<file path="src/rtl/sd_host_pkg.sv">
// rtl/sd_host_pkg.sv - shared states, response types and command record for the SD host CMD path
package sd_host_pkg;

    typedef enum logic [2:0] {
        ST_IDLE   = 3'd0,
        ST_LAUNCH = 3'd1,
        ST_WAIT   = 3'd2,
        ST_RESP   = 3'd3,
        ST_POST   = 3'd4
    } state_t;

    typedef enum logic [1:0] {
        RESP_NONE = 2'b00,
        RESP_136  = 2'b01,
        RESP_48   = 2'b10,
        RESP_48B  = 2'b11
    } resp_t;

    localparam logic [5:0] CMD12_INDEX = 6'd12;

    typedef struct packed {
        logic [5:0]  index;
        logic [31:0] arg;
        resp_t       resp;
    } cmd_t;

endpackage

</file>
<file path="src/rtl/sd_cmd_timeout.sv">
// rtl/sd_cmd_timeout.sv - saturating response-timeout counter with clear, enable and terminal count
module sd_cmd_timeout #(
    parameter int TO_W           = 16,
    parameter int TIMEOUT_CYCLES = 1024
) (
    input  logic clock,
    input  logic reset,
    input  logic clear,
    input  logic enable,
    output logic terminal
);

    localparam logic [TO_W-1:0] TC = TO_W'(TIMEOUT_CYCLES - 1);

    logic [TO_W-1:0] count;

    always_ff @(posedge clock) begin
        if (reset || clear) begin
            count <= '0;
        end else if (enable && (count != '1)) begin
            count <= count + TO_W'(1);
        end
    end

    // Greater-or-equal so a count that ran past TC while timeouts were disabled still fires.
    assign terminal = (count >= TC);

endmodule

</file>
<file path="src/rtl/sd_cmd_sequencer.sv">
// rtl/sd_cmd_sequencer.sv - CMD line sequencer: CPU/AutoCMD12 arbitration, timeout, status posting (option: SDHOST_CMD_RETRY_EN)
module sd_cmd_sequencer
    import sd_host_pkg::*;
#(
    parameter int          TO_W           = 16,
    parameter int          TIMEOUT_CYCLES = 1024,
    parameter logic [31:0] CMD12_ARG      = 32'h0000_0000
) (
    input  logic        clock,
    input  logic        reset,
    input  logic        cpu_cmd_wr,
    input  logic [5:0]  cpu_cmd_index,
    input  logic [31:0] cpu_cmd_arg,
    input  logic [1:0]  cpu_resp_type,
    input  logic        timeout_enable,
    input  logic        auto_cmd12_req,
    output logic        new_command,
    output logic [5:0]  cmd_index,
    output logic [31:0] cmd_argument,
    input  logic        command_complete,
    output logic        inhibit_cmd,
    output logic        enable_response,
    input  logic        ack_response,
    output logic        enable_command_complete,
    input  logic        ack_command_complete,
    output logic        cmd_complete_status,
    output logic        cmd_timeout_status,
    output logic        auto_cmd12_done,
    output logic        cmd_dropped
);

    state_t state, next_state;
    cmd_t   pend, cur;
    logic   pend_valid;
    logic   cur_is_cmd12;
    logic   timed_out;
    logic   to_terminal;
    logic   load_auto, load_pend, set_timeout;
`ifdef SDHOST_CMD_RETRY_EN
    logic   retried;
    logic   start_retry;
`endif

    sd_cmd_timeout #(
        .TO_W           (TO_W),
        .TIMEOUT_CYCLES (TIMEOUT_CYCLES)
    ) u_timeout (
        .clock    (clock),
        .reset    (reset),
        .clear    (next_state == ST_LAUNCH),
        .enable   ((state == ST_LAUNCH) || (state == ST_WAIT)),
        .terminal (to_terminal)
    );

    always_comb begin
        next_state              = state;
        new_command             = 1'b0;
        enable_response         = 1'b0;
        enable_command_complete = 1'b0;
        auto_cmd12_done         = 1'b0;
        load_auto               = 1'b0;
        load_pend               = 1'b0;
        set_timeout             = 1'b0;
`ifdef SDHOST_CMD_RETRY_EN
        start_retry             = 1'b0;
`endif
        case (state)
            ST_IDLE: begin
                if (auto_cmd12_req) begin
                    load_auto  = 1'b1;
                    next_state = ST_LAUNCH;
                end else if (pend_valid) begin
                    load_pend  = 1'b1;
                    next_state = ST_LAUNCH;
                end
            end
            ST_LAUNCH: begin
                new_command = 1'b1;
                next_state  = ST_WAIT;
            end
            ST_WAIT: begin
                // Completion is checked first so it beats a coincident terminal count.
                if (command_complete) begin
                    next_state = (cur.resp == RESP_NONE) ? ST_POST : ST_RESP;
                end else if (timeout_enable && to_terminal) begin
`ifdef SDHOST_CMD_RETRY_EN
                    if (!retried) begin
                        start_retry = 1'b1;
                        next_state  = ST_LAUNCH;
                    end else begin
                        set_timeout = 1'b1;
                        next_state  = ST_POST;
                    end
`else
                    set_timeout = 1'b1;
                    next_state  = ST_POST;
`endif
                end
            end
            ST_RESP: begin
                enable_response = 1'b1;
                if (ack_response) next_state = ST_POST;
            end
            ST_POST: begin
                enable_command_complete = 1'b1;
                if (ack_command_complete) begin
                    auto_cmd12_done = cur_is_cmd12;
                    next_state      = ST_IDLE;
                end
            end
            default: next_state = ST_IDLE;
        endcase
    end

    always_ff @(posedge clock) begin
        if (reset) begin
            state        <= ST_IDLE;
            pend_valid   <= 1'b0;
            pend         <= '0;
            cur          <= '0;
            cur_is_cmd12 <= 1'b0;
            timed_out    <= 1'b0;
        end else begin
            state <= next_state;

            if (cpu_cmd_wr && !pend_valid) begin
                pend_valid <= 1'b1;
                pend       <= '{index: cpu_cmd_index, arg: cpu_cmd_arg,
                                resp: resp_t'(cpu_resp_type)};
            end else if (load_pend) begin
                pend_valid <= 1'b0;
            end

            if (load_auto) begin
                cur          <= '{index: CMD12_INDEX, arg: CMD12_ARG, resp: RESP_48B};
                cur_is_cmd12 <= 1'b1;
                timed_out    <= 1'b0;
            end else if (load_pend) begin
                cur          <= pend;
                cur_is_cmd12 <= 1'b0;
                timed_out    <= 1'b0;
            end else if (set_timeout) begin
                timed_out    <= 1'b1;
            end
        end
    end

`ifdef SDHOST_CMD_RETRY_EN
    always_ff @(posedge clock) begin
        if (reset || (state == ST_IDLE)) begin
            retried <= 1'b0;
        end else if (start_retry) begin
            retried <= 1'b1;
        end
    end
`endif

    assign inhibit_cmd         = (state != ST_IDLE);
    assign cmd_index           = cur.index;
    assign cmd_argument        = cur.arg;
    assign cmd_complete_status = enable_command_complete && !timed_out;
    assign cmd_timeout_status  = enable_command_complete && timed_out;
    assign cmd_dropped         = cpu_cmd_wr && pend_valid;

endmodule

</file>
<file path="config.mk">
export PLATFORM = sky130hd
export DESIGN_NAME = sd_cmd_sequencer
export DESIGN_NICKNAME = d
export VERILOG_FILES = /design/src/rtl/sd_host_pkg.sv /design/src/rtl/sd_cmd_timeout.sv /design/src/rtl/sd_cmd_sequencer.sv
export SDC_FILE = /design/constraint.sdc
export NUM_CORES = 1
export LEC_CHECK = 0
export BUFFER_PORTS_ARGS = -buffer_cell sky130_fd_sc_hd__buf_2
export CAP_MARGIN = 20
export CORE_ASPECT_RATIO = 0.6
export CORE_MARGIN = 8
export CORE_UTILIZATION = 49
export CTS_CLUSTER_DIAMETER = 60
export DETAILED_ROUTE_END_ITERATION = 8
export PLACE_DENSITY = 0.74
export REMOVE_ABC_BUFFERS = 1
export SKIP_LAST_GASP = 1
export SLEW_MARGIN = 20
export SYNTH_ARGS = -nofsm -noshare
export SYNTH_HDL_FRONTEND = slang
export SYNTH_SLANG_ARGS = --single-unit
</file>
<file path="constraint.sdc">
create_clock -name clock -period 2.27 [get_ports clock]
set_clock_uncertainty 0.15 [all_clocks]
set_input_delay 0.3405 -clock clock [delete_from_list [all_inputs] [get_ports clock]]
set_output_delay 0.3405 -clock clock [all_outputs]
set_load 0.03 [all_outputs]
</file>
==> flow_summary.ini <==
[sta]
final.min_clock_period_ns = 2.220
maxSlewHeadroom = 0.7190
setup_violations = 0
drv_slew = 0
fin_crit_sh = 0.9778
worst_pin_slew_ns = 0.4109
finalHoldViolCount = 0
setup_slack_ns = 0.05034
tns_ns = 0
fmax_mhz = 450.5
holdWs_ns = 0.07750

[placed_design]
dpl-instance-area_um2 = 4606
dp_hpwl_um = 7054
gp_congestion = 0.8571
pre_cts_slack_ns = 0.08420
dp_cells = 694
port_buffers = 93

[power]
power.density_nw_per_um2 = 809.3
vdd_drop_max_mv = 0.4510
p_clk_frac = 0.388
p_leak_nw = 1.969
pwr-share-comb = 0.129
seq_power_share = 0.483
switchingPower_mw = 1.065
total_power_mw = 3.977
netSwitchingFraction = 0.2679
p_int_mw = 2.911

[detailed_routing]
antenna_left = 0
drc_errors = 0
drtIter0Drc = 243
via_per_inst = 5.259
drt_pass1_iterations = 4
vias = 3734
wl_per_cell_um = 14.30
wl_um = 10150

[cells_and_area]
fin_cells = 710
nets = 642
syn_to_final_growth_pct = 14.26
final_cell_mix = nand2_1 (162), dfxtp_1 (99), buf_2 (92)
post-route-cell-area_um2 = 4913
final_core_util = 0.5765
layout_commonest_cell = nand2_1
drive_gt1_frac = 0.2274
antenna_cells = 0

[clock_tree]
clkLatencyLatePin_ns = 0.35
cts_tree = built
clockRootBuffer = clkbuf_16
cts_buffer_depth = 2
cts_sinks = 102
clkTransAtPathRegs_ns = 0.07
htree_num_levels = 3
numCtsBuffers = 9

[flow_run]
timing.max_cap.violations = 0

[synthesis]
synth-seq-cells = 102
ys_types = 41
netlist_area_um2 = 4300
yosys_warnings = 0
synth-seq-area-share = 0.4748
avgSynthCellArea_um2 = 7.862
netlist_instances = 547

[hold_path]
holdCritPathClass = input pin to register

[global_routing]
grt_pass1_vias = 3498
antenna_found_initial = 0
grt_pass1_wl_um = 16530
met1_usage = 0.2214
track_usage = 0.1696
grt_max_degree = 41
grt.busiest_layer = met2
grt_use_met3 = 0.04989
grt-ovfl-total = 0
grt_use_met2 = 0.2601

[setup_path]
critPathRequiredTime_ns = 1.78
arrival_ns = 1.73
cp_max_fo = 10
end_kind = primary output
critical_path_class = register to primary output
r2r_slack_ns = 0.15
worstSetupStartpointType = register

[die]
initial_core_util = 0.5046
coreArea_um2 = 8523
row_count = 26
dieHeight_um = 88.57
die_w_um = 136.9
dieArea_um2 = 12130
ios = 94

[outcome]
outcome = complete, no violations
==> routing by layer <==
metal,vias to the layer above,part of all wire
met1,1728,0.47
li1,1883,-
met4,0,0.014
met2,112,0.44
met5,-,0
met3,11,0.077
==> power groups by stage <==
| stage | clock network, mW | logic [mW] | registers [mW] |
|---|---|---|---|
| 6_report | 1.54 | 0.514 | 1.92 |
| 3_3_place_gp | 0 | 0.504 | 1.95 |
| 5_1_grt | 1.64 | 0.571 | 1.93 |
| 4_1_cts | 1.57 | 0.516 | 1.92 |
| 2_1_floorplan | 0 | 0.273 | 1.98 |
| 3_5_place_dp | 0 | 0.514 | 1.96 |
==> cell usage after synthesis <==
library cell	instances	share of area
nor3_1	8	0.0093
buf_2	7	0.0081
nor4_1	4	0.0058
nand4_1	4	0.0058
nor2_1	19	0.017
and2_1	3	0.0044
a21o_1	1	0.0017
nor3b_1	2	0.0035
a211oi_1	1	0.0017
or4_1	10	0.017
a41o_1	1	0.0023
nor2b_1	3	0.0044
xnor2_1	1	0.0020
a21oi_1	89	0.10
or3_1	2	0.0029
o31ai_1	8	0.014
or4b_2	1	0.0023
and4_1	3	0.0061
o41ai_1	1	0.0020
or3b_2	1	0.0020
a311o_1	1	0.0023
nor2_2	1	0.0015
and3_1	5	0.0073
o21a_1	2	0.0035
nand2b_1	7	0.010
nand3_1	11	0.013
mux2i_1	5	0.012
dfxtp_1	102	0.47
clkbuf_1	23	0.020
ha_1	1	0.0029
o21ai_0	3	0.0035
nand2_1	162	0.14
buf_1	2	0.0017
or4b_4	1	0.0032
buf_4	40	0.070
inv_1	4	0.0035
a2111oi_0	1	0.0020
or2_2	4	0.0058
buf_6	1	0.0026
a22oi_1	1	0.0017
and2_0	1	0.0015
==> critical path: stages, from the launching register on <==
cell and delay, ns:
dfxtp_2 0.34, buf_6 0.13, or3b_2 0.49, inv_2 0.08, and3_1 0.16, clkbuf_4 0.19
==> flip-flops by register name (all words and copies together) (netlist names) <==
name             cells
cur_is_cmd12         1
u_timeout.count     16
pend_valid           1
state                3
pend                40
cmd_index            6
timed_out            1
cmd_argument        32
cur                  2
==> kinds of logic (layout without fill, tap and decap cells) <==
family,Yosys count,count (layout),synth area share
mux,5,5,0.01164
xor+xnor,1,1,0.002037
flops,102,102,0.4748
compound gates,109,109,0.1385
fa+ha+maj,1,1,0.002909
buf+inv,77,128,0.1059
simple gates,252,252,0.2642
==> area by class of cell <==
| class | instances | area [um^2] |
|---|---|---|
| inverters | 4 | 15.01 |
| repair buffers | 108 | 609.3 |
| flip-flops and latches | 102 | 2046 |
| fillers | 822 | 3610 |
| clock inverters | 6 | 68.82 |
| clock buffers | 10 | 229.0 |
| multi-input cells | 368 | 1805 |
| well taps | 112 | 140.1 |
==> final timing paths <==
kind,startpoint,to,cells after the start
min reg2reg,cmd_argument[11],cmd_argument[11],2
max,state[2],auto_cmd12_done,5
max reg2reg,u_timeout.count[2],u_timeout.count[15],4
min,cpu_cmd_arg[14],pend[16],3
==> repair_timing <==
item	CTS	global route
hold buffers	0	0
buffers inserted	0	0
gates resized for setup	0	6
endpoints found under the setup margin	0	3
Power figures use the tool's default switching activity.
